==> src/rtl/alu_led_reader.sv <==
// alu_led_reader: drives the ALU operation/operand selects, then steps the
// LED byte select and samples the 8-bit LED bus to rebuild the 32-bit result
// and (optionally) the flag byte.
// Build option: define ALU_RD_FLAGS_EN to also read the flag byte at select 4.
// Without it only selects 0..3 are visited and flags is held at zero.
module alu_led_reader #(
  parameter int SETTLE = 2
) (
  input  logic        clk,
  input  logic        rst,
  input  logic        start,
  input  logic [2:0]  alu_op_in,
  input  logic [2:0]  ab_sel_in,
  output logic [2:0]  ALU_OP,
  output logic [2:0]  AB_SW,
  output logic [2:0]  F_LED_SW,
  input  logic [7:0]  LED,
  output logic [31:0] result,
  output logic [7:0]  flags,
  output logic        busy,
  output logic        done
);

  typedef enum logic [1:0] {
    S_IDLE   = 2'd0,
    S_WAIT   = 2'd1,
    S_SAMPLE = 2'd2,
    S_DONE   = 2'd3
  } state_t;

`ifdef ALU_RD_FLAGS_EN
  localparam int         NBYTES   = 5;
  localparam logic [2:0] LAST_SEL = 3'd4;
`else
  localparam int         NBYTES   = 4;
  localparam logic [2:0] LAST_SEL = 3'd3;
`endif

  // Counter runs 0..SETTLE-1 while in WAIT; the last value ends the settle.
  localparam logic [3:0] CNT_LAST = 4'(SETTLE - 1);

  state_t     state, state_nx;
  logic [3:0] cnt;
  logic [7:0] shadow    [NBYTES];
  logic [7:0] shadow_nx [NBYTES];
  logic       last_sel;

  assign last_sel = (F_LED_SW == LAST_SEL);

  // Pack the four result bytes, byte 0 in the least significant position.
  function automatic logic [31:0] pack_result(input logic [7:0] b0,
                                              input logic [7:0] b1,
                                              input logic [7:0] b2,
                                              input logic [7:0] b3);
    return {b3, b2, b1, b0};
  endfunction

  // State register.
  always_ff @(posedge clk) begin
    if (rst) state <= S_IDLE;
    else     state <= state_nx;
  end

  // Next-state logic.
  always_comb begin
    state_nx = state;
    case (state)
      S_IDLE:   if (start) state_nx = S_WAIT;
      S_WAIT:   if (cnt == CNT_LAST) state_nx = S_SAMPLE;
      S_SAMPLE: state_nx = last_sel ? S_DONE : S_WAIT;
      S_DONE:   state_nx = S_IDLE;
      default:  state_nx = S_IDLE;
    endcase
  end

  // Shadow contents after this cycle's sample, so the final byte can be
  // committed on the same edge that enters DONE.
  always_comb begin
    shadow_nx = shadow;
    if (state == S_SAMPLE) begin
      for (int i = 0; i < NBYTES; i++) begin
        if (F_LED_SW == 3'(i)) shadow_nx[i] = LED;
      end
    end
  end

  // Select drives, settle counter and byte capture.
  always_ff @(posedge clk) begin
    if (rst) begin
      ALU_OP   <= '0;
      AB_SW    <= '0;
      F_LED_SW <= '0;
      cnt      <= '0;
      for (int i = 0; i < NBYTES; i++) shadow[i] <= '0;
    end else begin
      case (state)
        S_IDLE: begin
          if (start) begin
            ALU_OP   <= alu_op_in;
            AB_SW    <= ab_sel_in;
            F_LED_SW <= '0;
            cnt      <= '0;
          end
        end
        S_WAIT: begin
          cnt <= cnt + 4'd1;
        end
        S_SAMPLE: begin
          shadow <= shadow_nx;
          cnt    <= '0;
          // The select stays on the last byte once the walk completes.
          if (!last_sel) F_LED_SW <= F_LED_SW + 3'd1;
        end
        default: begin
        end
      endcase
    end
  end

  // Result commit: loaded on the edge entering DONE so that result is
  // already valid while done is high; never updated partially.
  always_ff @(posedge clk) begin
    if (rst) begin
      result <= '0;
    end else if (state == S_SAMPLE && last_sel) begin
      result <= pack_result(shadow_nx[0], shadow_nx[1], shadow_nx[2], shadow_nx[3]);
    end
  end

`ifdef ALU_RD_FLAGS_EN
  // Flag byte commit, alongside the result.
  always_ff @(posedge clk) begin
    if (rst) begin
      flags <= '0;
    end else if (state == S_SAMPLE && last_sel) begin
      flags <= shadow_nx[4];
    end
  end
`else
  assign flags = 8'h00;
`endif

  // Status outputs registered from the next state: busy covers WAIT through
  // DONE, done marks the single DONE cycle.
  always_ff @(posedge clk) begin
    if (rst) begin
      busy <= 1'b0;
      done <= 1'b0;
    end else begin
      busy <= (state_nx != S_IDLE);
      done <= (state_nx == S_DONE);
    end
  end

endmodule

==> config.mk <==
export PLATFORM = sky130hd
export DESIGN_NAME = alu_led_reader
export DESIGN_NICKNAME = d
export VERILOG_FILES = /design/src/rtl/alu_led_reader.sv
export SDC_FILE = /design/constraint.sdc
export NUM_CORES = 1
export LEC_CHECK = 0
export ABC_AREA = 1
export BUFFER_PORTS_ARGS = -buffer_cell sky130_fd_sc_hd__buf_4
export CORE_UTILIZATION = 44
export CTS_BUF_LIST = sky130_fd_sc_hd__clkbuf_4 sky130_fd_sc_hd__clkbuf_8
export CTS_CLUSTER_SIZE = 14
export DETAILED_ROUTE_END_ITERATION = 6
export GPL_ROUTABILITY_DRIVEN = 0
export PLACE_DENSITY = 0.72
export SLEW_MARGIN = 10
export SYNTH_ARGS = -nofsm -noshare
export SYNTH_HDL_FRONTEND = slang
export SYNTH_SLANG_ARGS = --single-unit
==> constraint.sdc <==
create_clock -name clk -period 1.6 [get_ports clk]
set_input_delay 0.32 -clock clk [delete_from_list [all_inputs] [get_ports clk]]
set_output_delay 0.32 -clock clk [all_outputs]
set_load 0.05 [all_outputs]
# --- Word-level counts from Yosys, hierarchy flattened ---
# Cells that the tools add are included.
word_totals:
  register_bits: 81
  latchBits: 0
  ramBits: 0
  romBits: 0
  inputBits: 17
  output_inout_bits: 51
  wordCells: 47
  mem_count: 0
classes:
  add_sub_neg: 2
  mul: 0
  div: 0
  n_lt_le_gt_ge: 0
  eq_ne: 10
  shifts: 0
  muxes: 14
  n_bitwise: 0
  reduce_logical: 9
op_table:
  columns: ["op", "count"]
  rows:
  - ["$mux 32", 1]
  - ["$mux 8", 4]
  - ["$pmux 4 s3", 1]
  - ["$pmux 2 s4", 1]
  - ["$eq 2x2->1 const B", 3]
  - ["$eq 3x2->1 const B", 2]
  - ["$mux 2", 3]
  - ["$mux 3", 2]
  - ["$pmux 3 s2", 1]
  - ["$add 4x1->4 const B", 1]
  - ["$eq 4x1->1 const B", 1]
  - ["$mux 4", 1]
  - ["$ne 2x2->1 const B", 2]
  - ["$reduce_and 2->1", 2]
  - ["$reduce_bool 2->1", 2]
  - ["$add 3x1->3 const B", 1]
  - ["$eq 3x1->1 const B", 1]
  - ["$logic_not 3->1", 1]
  - ["$reduce_and 3->1", 1]
  - ["$reduce_bool 3->1", 1]
  - ["$eq 2x1->1 const B", 1]
  - ["$logic_not 2->1", 1]
  - ["$logic_and 1x1->1", 1]

# --- Depth between registers and ports, before layout ---
logic_depth:
  word_depth: 4
  ltp_mapped: 9

# --- Least setup slack after synthesis ---
# Ideal clock, no wire load.
synth_timing:
  kind: "flip-flop to flip-flop"
  start: "reg F_LED_SW[2]"
  end: "reg result[24]"
  setup_ns: 0.132
  arrival_ns: 1.646
  slack_ns: -0.178
  path_stages_with_launch: 9
  n_path_buf: 2
  synth_period_minus_slack_ns: 1.778
  path_cell_list: "dfxtp_1 -> clkbuf_2 -> inv_1 -> ha_1 -> nand2_8 -> clkinv_4 -> buf_6 -> nand2_1 -> a21oi_1"
synth_between:
  elab_chain_len: 3
  elab_cells_between_ends: 4
  cone_classes: "eq/ne (1); mux (2); reduce/logical (1)"
synth_lines:
  columns: ["element", "line_no", "text"]
  rows:
  - ["start: declaration", "16", "output logic [2:0] F_LED_SW,"]
  - ["start signal: assignment", "112", "if (!last_sel) F_LED_SW <= F_LED_SW + 3'd1;"]
  - ["$eq 3x2->1 (*)", "48, 82", null]
  - ["$mux 8", "82", "if (F_LED_SW == 3'(i)) shadow_nx[i] = LED;"]
  - ["$mux 32", "80", "if (state == S_SAMPLE) begin"]
  - ["end signal: assignment", "126", "result <= pack_result(shadow_nx[0], shadow_nx[1], shadow_nx[2], shadow_nx[3]);"]
  - ["end: declaration", "18", "output logic [31:0] result,"]
# Every way passes the cells marked *; elsewhere a longest branch is shown, timed or not.
# A chain may end at the register's enable or synchronous reset.

# --- Worst setup path in the final report ---
layout_timing:
  start: "reg F_LED_SW[0]"
  end: "reg result[6]"
layout_between:
  elab_chain_len: 3
  elab_cells_between_ends: 5
  cone_classes: "eq/ne (1); mux (2); reduce/logical (2)"
layout_lines:
  columns: ["element", "line_no"]
  rows:
  - ["$logic_not 3->1", "82"]
  - ["$mux 8", "82"]
  - ["$mux 32", "80"]
# Several ways; a longest one is shown, not always the timed one.

==> flow_summary.ini <==
[finish]
final_layout_size_suffix_gt1_share_pct = 23.2
syn_to_final_growth_pct = 20.9
n_antenna_cell = 0
most-common-layout-cells = 74 x nand2_1, 70 x dfxtp_1, 67 x buf_4, 63 x inv_1, 62 x a21oi_1
nets = 497
layout.cells.most_common = nand2_1
postLayoutCoreUtil_pct = 55.8

[grt]
grt_overflow = 0
grt_max_degree = 33
grt_use_total_pct = 18.7
vias_in_the_first_global_route = 2460
grt_first_pass_wirelength_um = 10900
grt_antenna_before_repair = 0

[worst_setup_path]
timing.critical_path.slowest_stage_cell = dfxtp_2
crit_fanout = 32
cpPeakStageDelay_ps = 340
worst_ep_arrival_time_ps = 1740
end_kind = register
required_ps = 1890
cp_common_cell = ha_1
worst-setup-path-type = register to register
critical_path.cell_chain = ha_1 > ha_1 > nand2_8 > clkinv_4 > nand3_1 > nand2_1 > inv_1
critical_path.startpoint_type = register

[synth]
postSynthRegisterBits = 73
yosys_warnings = 0
synth.cell_area_um2 = 3190
synth_area_per_cell_um2 = 7.67
synth_cell_types = 25
synthCells = 416
yosysSeqAreaShare_pct = 45.8

[timing]
finalSetupViolations = 0
fin_skew_ps = 9.80
final_worst_path_period_need_ps = 1460
timing.final.crit_share_pct = 91.1
totalNegativeSetupSlack_ps = 0
hold_viol = 0
rsz_0062_raised_after_global_routing = false
finalMaxSlewViolations = 0
max_freq_mhz = 686

[power_and_ir_drop]
p_leak_nw = 1.70
peakVddDrop_v = 0.000581
power_per_cell_area_nw_per_um2 = 967
post-layout-total-power_mw = 3.73

[floorplan]
overall_die_area_um2 = 7600
boundaryPins = 68
floorplan.die.height_um = 87.2
placement_rows = 30
core-area_um2 = 6910
start_util_pct = 46.2
dieWidth_um = 87.2

[clock_tree]
clock-root-buffer = clkbuf_8
h-tree-depth = 3
cts_num_sinks = 73
post-cts-setup-buffer-count = 0
tritoncts.num_buffers = 9
clock_latency_ps = 340
ctsResizeCount = 0
cts.reportedPaths.clkPinSlew_ps = 70
cts_hold_buffers = 0
ctsLongestPathBuffers = 2
cts_tree = done

[run_status]
run_status = completed

[drt]
detail_route.wirelength_um = 6620
drc = 0
first_pass_iters = 5
detailroute.via_count = 2694
via_per_inst = 4.69
final_antenna_net_count = 0
routedWlPerCell_um = 11.5
drt_iter0_drc = 150

[flow_run]
max_capacitance_violation_count = 0

[placed_design]
port_buffers = 59
dpl.hpwl_um = 4650

[worst_hold_path]
holdCritPathClass = primary input to register
[metal layers]
metal	up-vias	routed length (um)	track usage [%]
li1	1406	-	-
met5	-	0	0
met4	0	129	9.99
met3	12	384	4.64
met2	70	3080	30.4
met1	1206	3020	22.8
[power breakdown]
part	switching, mW	total (mW)	internal (mW)
combinational	0.294	0.412	0.119
sequential	0.0271	1.88	1.85
clock	0.663	1.44	0.775
[synthesized netlist by cell type]
cell       n  area share (%)
nand2_1   74             8.7
dfxtp_1   73              46
inv_1     63             7.4
a21oi_1   62             9.7
nand3_1   53             8.3
nor2_1    21             2.5
nand2_2   14             2.7
buf_4     11             2.6
buf_6      7             2.5
ha_1       7             2.7
o21ai_0    7             1.1
clkbuf_1   6            0.71
buf_2      3            0.47
nor2_4     3             1.1
nand2_8    2             1.3
a22oi_1    1            0.24
buf_1      1            0.12
clkbuf_2   1            0.16
clkinv_4   1            0.27
conb_1     1            0.12
inv_2      1            0.12
nand2_4    1            0.35
nand3b_1   1            0.24
nor2_8     1            0.63
or2_2      1            0.20
[worst max-delay path: cells and delay by family (launching register included)]
family | cells | cell delay, ps
adder cells (fa/ha/maj) | 2 | 460
AND/OR/NAND/NOR | 3 | 360
flip-flops | 1 | 340
buffers and inverters | 2 | 240
[state kept, by name, indices dropped and copies added, names as in the netlist]
register / cells
state: 2
AB_SW: 3
result: 32
busy: 1
cnt: 4
done: 1
shadow: 24
ALU_OP: 3
F_LED_SW: 3
[path summary, 6_finish.rpt]
| check | endpoint | startpoint | cells after the start | slack (ps) |
|---|---|---|---|---|
| worst max register to register | result[6] | F_LED_SW[0] | 7 | 140 |
| worst min-delay path | ALU_OP[1] | alu_op_in[1] | 3 | 240 |
| worst min register to register | shadow[8] | shadow[8] | 2 | 470 |
| worst max-delay path | result[6] | F_LED_SW[0] | 7 | 140 |
[area by class of cell]
cell class                      instances  area [um^2]
Clock buffer                           11          145
Fill cell                             666         3050
Multi-Input combinational cell        256         1300
Clock inverter                          5         55.1
Tap cell                               96          120
Sequential cell                        73         1470
Timing Repair Buffer                   68          523
Inverter                               65          249
[stage by stage]
| step | instances | instance area, um^2 | hold slack (ps) | worst slack (ps) |
|---|---|---|---|---|
| after floorplan | 423 | 3220 | 444 | 20.4 |
| after global placement | 558 | 3660 | 452 | 192 |
| after detailed placement | 558 | 3660 | 456 | 137 |
| after CTS | 574 | 3860 | 224 | 118 |
| after global routing | 574 | 3860 | 249 | 29.2 |
| final | 574 | 3860 | 236 | 142 |
[logic make-up after synthesis]
group,share of synthesized area [%]
AND/OR/NAND/NOR,26.0
AO/OA/AOI/OAI,11.1
buffers and inverters,14.3
adder cells (fa/ha/maj),2.74
flip-flops,45.8
other,0.118
(Power assumes the default switching activity.)
